<file path="src/rtl/br_resolve_unit.sv">
// Two-slot branch tracking pipeline (IF/ID, ID/EX) that resolves branches in EX:
// BHT counter update, global history maintenance, misprediction squash and perf counters.
module br_resolve_unit #(
    parameter int HIST_W = 8,
    parameter int CNT_W  = 16
) (
    input  logic              clk,
    input  logic              rst_n,
    input  logic              stall,
    input  logic              if_br_detect,
    input  logic [31:0]       if_pc,
    input  logic [1:0]        if_bht,
    input  logic              ex_taken,
    output logic              ex_br_detect,
    output logic [31:0]       ex_pc,
    output logic [1:0]        ex_new_bht,
    output logic [HIST_W-1:0] ex_old_pattern,
    output logic [HIST_W-1:0] ex_new_pattern,
    output logic              mispredict,
    output logic [CNT_W-1:0]  br_cnt,
    output logic [CNT_W-1:0]  mispred_cnt
);

    logic              id_valid;
    logic [31:0]       id_pc;
    logic [1:0]        id_bht;
    logic [HIST_W-1:0] id_hist;

    logic              ex_valid;
    logic [31:0]       ex_pc_q;
    logic [1:0]        ex_bht;
    logic [HIST_W-1:0] ex_hist;

    logic [HIST_W-1:0] ghr;

    logic [31:0]       hold_pc;
    logic [1:0]        hold_new_bht;
    logic [HIST_W-1:0] hold_old_pattern;
    logic [HIST_W-1:0] hold_new_pattern;

    logic [CNT_W-1:0]  br_cnt_q;
    logic [CNT_W-1:0]  mispred_cnt_q;

    logic              resolve;
    logic              mispred;
    logic [1:0]        upd_bht;
    logic [HIST_W-1:0] upd_pattern;

    always_comb begin
        upd_bht = ex_bht;
        if (ex_taken) begin
            if (ex_bht != 2'b11) upd_bht = ex_bht + 2'b01;
        end else begin
            if (ex_bht != 2'b00) upd_bht = ex_bht - 2'b01;
        end
    end

    assign upd_pattern = {ex_hist[HIST_W-2:0], ex_taken};
    assign resolve     = ex_valid & ~stall;
    assign mispred     = resolve & (ex_taken != ex_bht[1]);

    // Invalid EX slots replay the last resolved branch's values instead of stale slot contents.
    assign ex_br_detect   = resolve;
    assign mispredict     = mispred;
    assign ex_pc          = ex_valid ? ex_pc_q     : hold_pc;
    assign ex_new_bht     = ex_valid ? upd_bht     : hold_new_bht;
    assign ex_old_pattern = ex_valid ? ex_hist     : hold_old_pattern;
    assign ex_new_pattern = ex_valid ? upd_pattern : hold_new_pattern;
    assign br_cnt         = br_cnt_q;
    assign mispred_cnt    = mispred_cnt_q;

    // A mispredict squashes both younger slots; the squash wins over the normal load.
    always_ff @(posedge clk or negedge rst_n) begin
        if (!rst_n) begin
            id_valid <= 1'b0;
            id_pc    <= '0;
            id_bht   <= '0;
            id_hist  <= '0;
            ex_valid <= 1'b0;
            ex_pc_q  <= '0;
            ex_bht   <= '0;
            ex_hist  <= '0;
        end else if (!stall) begin
            id_valid <= if_br_detect & ~mispred;
            id_pc    <= if_pc;
            id_bht   <= if_bht;
            id_hist  <= ghr;
            ex_valid <= id_valid & ~mispred;
            ex_pc_q  <= id_pc;
            ex_bht   <= id_bht;
            ex_hist  <= id_hist;
        end
    end

    always_ff @(posedge clk or negedge rst_n) begin
        if (!rst_n) begin
            ghr              <= '0;
            hold_pc          <= '0;
            hold_new_bht     <= '0;
            hold_old_pattern <= '0;
            hold_new_pattern <= '0;
        end else if (resolve) begin
            ghr              <= {ghr[HIST_W-2:0], ex_taken};
            hold_pc          <= ex_pc_q;
            hold_new_bht     <= upd_bht;
            hold_old_pattern <= ex_hist;
            hold_new_pattern <= upd_pattern;
        end
    end

    // Counters stick at all-ones rather than wrapping.
    always_ff @(posedge clk or negedge rst_n) begin
        if (!rst_n) begin
            br_cnt_q      <= '0;
            mispred_cnt_q <= '0;
        end else begin
            if (resolve && (br_cnt_q != '1))
                br_cnt_q <= br_cnt_q + CNT_W'(1);
            if (mispred && (mispred_cnt_q != '1))
                mispred_cnt_q <= mispred_cnt_q + CNT_W'(1);
        end
    end

endmodule

</file>
<file path="config.mk">
export PLATFORM = sky130hd
export DESIGN_NAME = br_resolve_unit
export DESIGN_NICKNAME = d
export VERILOG_FILES = /design/src/rtl/br_resolve_unit.sv
export SDC_FILE = /design/constraint.sdc
export NUM_CORES = 1
export LEC_CHECK = 0
export CAP_MARGIN = 30
export CORE_UTILIZATION = 57
export CTS_BUF_LIST = sky130_fd_sc_hd__clkbuf_8 sky130_fd_sc_hd__clkbuf_16
export DETAILED_ROUTE_END_ITERATION = 10
export PLACE_DENSITY = 0.85
export SLEW_MARGIN = 20
export SYNTH_ARGS = -nofsm -noshare
export SYNTH_HDL_FRONTEND = slang
export SYNTH_SLANG_ARGS = --single-unit
</file>
<file path="constraint.sdc">
create_clock -name clk -period 2.8 [get_ports clk]
set_input_delay 0.56 -clock clk [delete_from_list [all_inputs] [get_ports clk]]
set_output_delay 0.56 -clock clk [all_outputs]
set_load 0.02 [all_outputs]
</file>
* Word level (Yosys, flattened, before mapping)
Cells that the tools add are included.
** Cells by class
- Add/subtract/negate cells :: 4
- Bitwise gates (word level) :: 6
- Equal/unequal tests :: 4
- Reductions and logical operators :: 3
- Mux-type cells :: 7
** Operators with widths (count)
- $add 16x1->16 const B :: 2
- $mux 32 :: 1
- $ne 16x16->1 const B :: 2
- $mux 8 :: 2
- $mux 2 :: 4
- $and 1x1->1 :: 4
- $add 2x1->2 const B :: 1
- $logic_and 1x1->1 :: 2
- $ne 2x2->1 const B :: 1
- $not 1->1 :: 2
- $reduce_bool 2->1 :: 1
- $sub 2x1->2 const B :: 1
- $ne 1x1->1 :: 1
** Word-level totals
- Register bits after elaboration :: 176
- Output and inout bits :: 84
- Bits of input ports :: 39
- Logic and storage cells :: 39

* Logic depth before layout (Yosys ltp)
- Depth in word-level cells :: 5
- Gate-level depth with buffers :: 9

* Worst setup path before layout
Ideal clock, no wire load.
- Path type :: input to output
- Start :: input port stall
- End :: output port ex_br_detect
- Required time :: 2.240 ns
- Arrival time :: 1.573 ns
- Stages on the path :: 6
- Slack :: 0.667 ns
- Path buffers :: 4
- Cell sequence :: buf_2 > nand2b_1 > buf_2 > inv_1 > buf_4 > clkbuf_1
** Between the ends
- Longest elaborated chain between the ends :: 2
** RTL lines
- start: declaration :: line 9 : input logic stall,
- $not 1->1 :: line 59 : assign resolve = ex_valid & ~stall;
- $and 1x1->1 :: line 59
- end: declaration :: line 14 : output logic ex_br_detect,
No other way between the ends.

* Worst setup path after layout
- Start :: register ex_valid
- End :: output port ex_new_pattern[3]
** Between the ends
- Longest elaborated chain between the ends :: 1
** RTL lines
- start: declaration :: line 29 : logic ex_valid;
- start signal: assignment :: line 88 : ex_valid <= id_valid & ~mispred;
- $mux 8 :: line 68 : assign ex_new_pattern = ex_valid ? upd_pattern : hold_new_pattern;
- end: declaration :: line 18 : output logic [HIST_W-1:0] ex_new_pattern,
No other way between the ends.

==> impl_metrics.py <==
metrics = {
    "outcome": {
        "status": "completed",
    },
    "clocking": {
        "clockRootBuffer": "clkbuf_16",
        "reg_clk_slew_reported_paths_ns": 0.06,
        "cts_hold_buffers": 0,
        "clock_tree_from_tritoncts": "yes",
        "numCtsBuffers": 17,
        "cts_post_setup_buffers_inserted": 0,
        "cts_num_sinks": 168,
        "clock_path_buffers": 2,
        "worstSkewPairLatency_ns": 0.42,
        "cts-htree-levels": 4,
    },
    "critical_path": {
        "setup.reg_to_reg.worst_slack_ns": 0.87,
        "critical-path-top-delay-family": "buffers and inverters",
        "critical_path_class": "reg -> out",
        "timing.critical_path.arrival_ns": 2.15,
        "setup.worst_path.start_class": "flip-flop",
        "critPathSlowestCell": "dfrtp_4",
        "worstPathRequired_ns": 2.24,
        "crit_path_cell_trace": "buf_12 > mux2_2 > clkdlybuf4s50_1",
        "crit_buf_inv": 2,
        "worst_path_largest_cell_delay_ns": 0.57,
        "setup.worst_path.end_class": "output port",
        "worstPathMaxFanout": 17,
    },
    "pwr": {
        "power.net_switching_mw": 2.46,
        "total_leakage_power_nw": 4.33,
        "power_report.internal_total_mw": 5.74,
        "power_density_nw_per_um2": 881,
        "proportion_of_power_drawn_by_combinational_gates_pct": 28.7,
        "clockPowerShare_pct": 30.0,
        "irDropWorstVdd_v": 0.000461,
        "register_share_of_total_power_pct": 41.4,
        "netSwitchingFraction_pct": 30.0,
    },
    "route": {
        "route.detailed.drc": 0,
        "drt_first_iter_violations": 342,
        "drt-vias-per-instance": 5.44,
        "avgRoutedWirePerCell_um": 17.1,
        "wirelength_um": 15400,
        "drtAntennaViolNets": 0,
        "routed-via-count": 4914,
        "drt_pre_antenna_iters": 4,
    },
    "timing": {
        "min_period_over_period_pct": 96.7,
        "post-route-worst-setup-slack_ns": 0.0921,
        "timing_worst_slew_pin_value_ns": 0.641,
        "grt_setup_unrepaired": "false",
        "clock-skew-final_ns": 0.00542,
        "post-route-min-period_ns": 2.71,
        "slew_violations": 0,
        "timing.final.hold_violations": 0,
        "fmax_ghz": 0.369,
        "finalSetupViolations": 0,
        "relSlewSlack_pct": 57.2,
    },
    "synth": {
        "netlist_area_um2": 7240,
        "mappedNetlistNets": 644,
        "ys_warn_count": 0,
        "synth-main-ff-cell": "dfrtp_1",
        "synth_edf_count": 0,
        "sequential_cell_area_fraction_in_the_yosys_report_pct": 58.0,
        "syn-mean-instance-area_um2": 12.0,
        "yosys_register_bits": 168,
        "synth_cell_types": 41,
        "postSynthCellCount": 603,
        "synth-async-reset-ratio_pct": 100,
    },
    "cells_and_area": {
        "filler_cell_count": 816,
        "fin_util_pct": 76.2,
        "flow.area_growth_from_synthesis_pct": 28.5,
        "diodes": 0,
        "post_route_cells_drive_above_1_share_pct": 25.6,
        "nNetsFinal": 763,
    },
    "die": {
        "die-height_um": 115,
        "starting_utilization_of_the_core_area_pct": 59.3,
        "floorplan.rows": 40,
        "die-area_um2": 13200,
        "placeableCoreArea_um2": 12200,
        "die_w_um": 115,
        "top_level_ports": 123,
    },
    "placed_design": {
        "dp.final_hpwl_um": 10000,
        "place_congestion": 0.815,
        "port_buffers": 122,
        "pre_cts_ws_ns": -0.213,
    },
    "flow_run": {
        "timing.max_cap.violations": 0,
    },
    "grt": {
        "gr-usage-all-layers_pct": 25.7,
        "grt_pass1_wl_um": 25800,
        "first_global_vias": 5188,
        "grt_overflow_total": 0,
        "grt_start_max_net_pins": 67,
        "antenna_found_initial": 0,
    },
    "min_path": {
        "timing.hold.worst.class": "in -> async",
    },
}
what timing repair did:
action	4_1_cts	5_1_grt
gates cloned	0	0
resized for setup	1	3
setup endpoints to repair	3	11
registers in the layout, summed over array words and instances, names as in the netlist, 16 cells and up:
register and count:
ex_pc_q 32, hold_pc 32, id_pc 32, br_cnt 16
mispred_cnt 16
routing by layer:
metal  wire length, um  global-route usage [%]  part of all wire [%]
met1              6590                    32.5                    43
met3               729                    6.11                   4.7
met4               213                    8.40                   1.4
met5                 0                       0                     0
met2              7860                    43.8                    51
worst reg2reg max path, cell delays in order (launching register included):
cell and delay (ns):
dfrtp_4 0.57, nand2b_2 0.14, inv_2 0.10, buf_4 0.21, and4_1 0.39, nand3_1 0.13, mux2_2 0.28
through the flow:
step	hold slack (ns)	cells	area (um^2)	power (mW)	TNS, ns
after global placement	0.452	870	8650	5.64	-0.282
after detailed placement	0.459	871	8680	5.77	-0.502
after floorplan	0.264	603	7240	4.72	0
after CTS	0.167	903	9300	8.25	0
after global routing	0.175	903	9310	8.58	0
final	0.124	903	9310	8.20	0
placed cells by master, fill, tap and decap left out, types with 9 or more instances in the layout:
| master | instances |
|---|---|
| mux2_2 | 132 |
| buf_4 | 9 |
| dfrtp_1 | 167 |
| nand2_1 | 163 |
| xor2_1 | 15 |
| nand3_1 | 9 |
| clkdlybuf4s50_1 | 118 |
| clkbuf_16 | 17 |
| inv_1 | 11 |
worst paths after layout:
path | start | endpoint | cells past startpoint
max in group asynchronous | rst_n | id_pc[16] | 2
min reg2reg | hold_pc[4] | hold_pc[4] | 2
min in group clk | hold_pc[4] | hold_pc[4] | 2
min | rst_n | br_cnt[7] | 1
max reg2reg | ex_valid | mispred_cnt[10] | 6
max | ex_valid | ex_new_pattern[3] | 3
power groups by stage:
stage               clock network [mW]  logic, mW  registers (mW)
finish                            2.46       2.35            3.39
global route                      2.59       2.53            3.46
CTS                               2.49       2.37            3.39
detailed placement                   0       2.35            3.42
global placement                     0       2.27            3.37
floorplan                            0       1.34            3.37
cells in the mapped netlist, types with 3 or more instances:
library cell  instances  area share, %
nor4_2                3           0.52
a21oi_1               6           0.41
nand2_1             163            8.4
and3_1                3           0.26
nor3_1                7           0.48
xnor2_1               7           0.85
dfrtp_1             168             58
buf_1                 6           0.31
nand4_1               3           0.26
nor2_1                7           0.36
buf_2                 5           0.35
a31oi_1               4           0.35
nand3_1               9           0.62
clkbuf_1             16           0.83
mux2_2              132             21
xor2_1               15            1.8
inv_1                 8           0.41
o21ai_0               4           0.28
nand4b_1              3           0.36
buf_4                 8           0.83
cell families (layout without fill, tap and decap cells):
kind of cell | after synthesis | in the layout | share of synthesized area (%)
AO/OA/AOI/OAI | 18 | 18 | 1.52
AND/OR/NAND/NOR | 215 | 215 | 13.8
flip-flops | 168 | 168 | 58.0
XOR/XNOR | 22 | 22 | 2.66
buffers and inverters | 43 | 175 | 2.73
multiplexers | 133 | 133 | 20.7
adder cells (fa/ha/maj) | 4 | 4 | 0.622
layout make-up:
class	count	area (um^2)	area share [%]
clock inverter	12	158	1.69
clock buffer	20	467	5.01
multi-input combinational	392	2850	30.6
timing repair buffer	135	1390	14.9
sequential	168	4210	45.2
inverter	8	30.0	0.323
tap	168	210	2.26
Power figures use the tool's default switching activity.
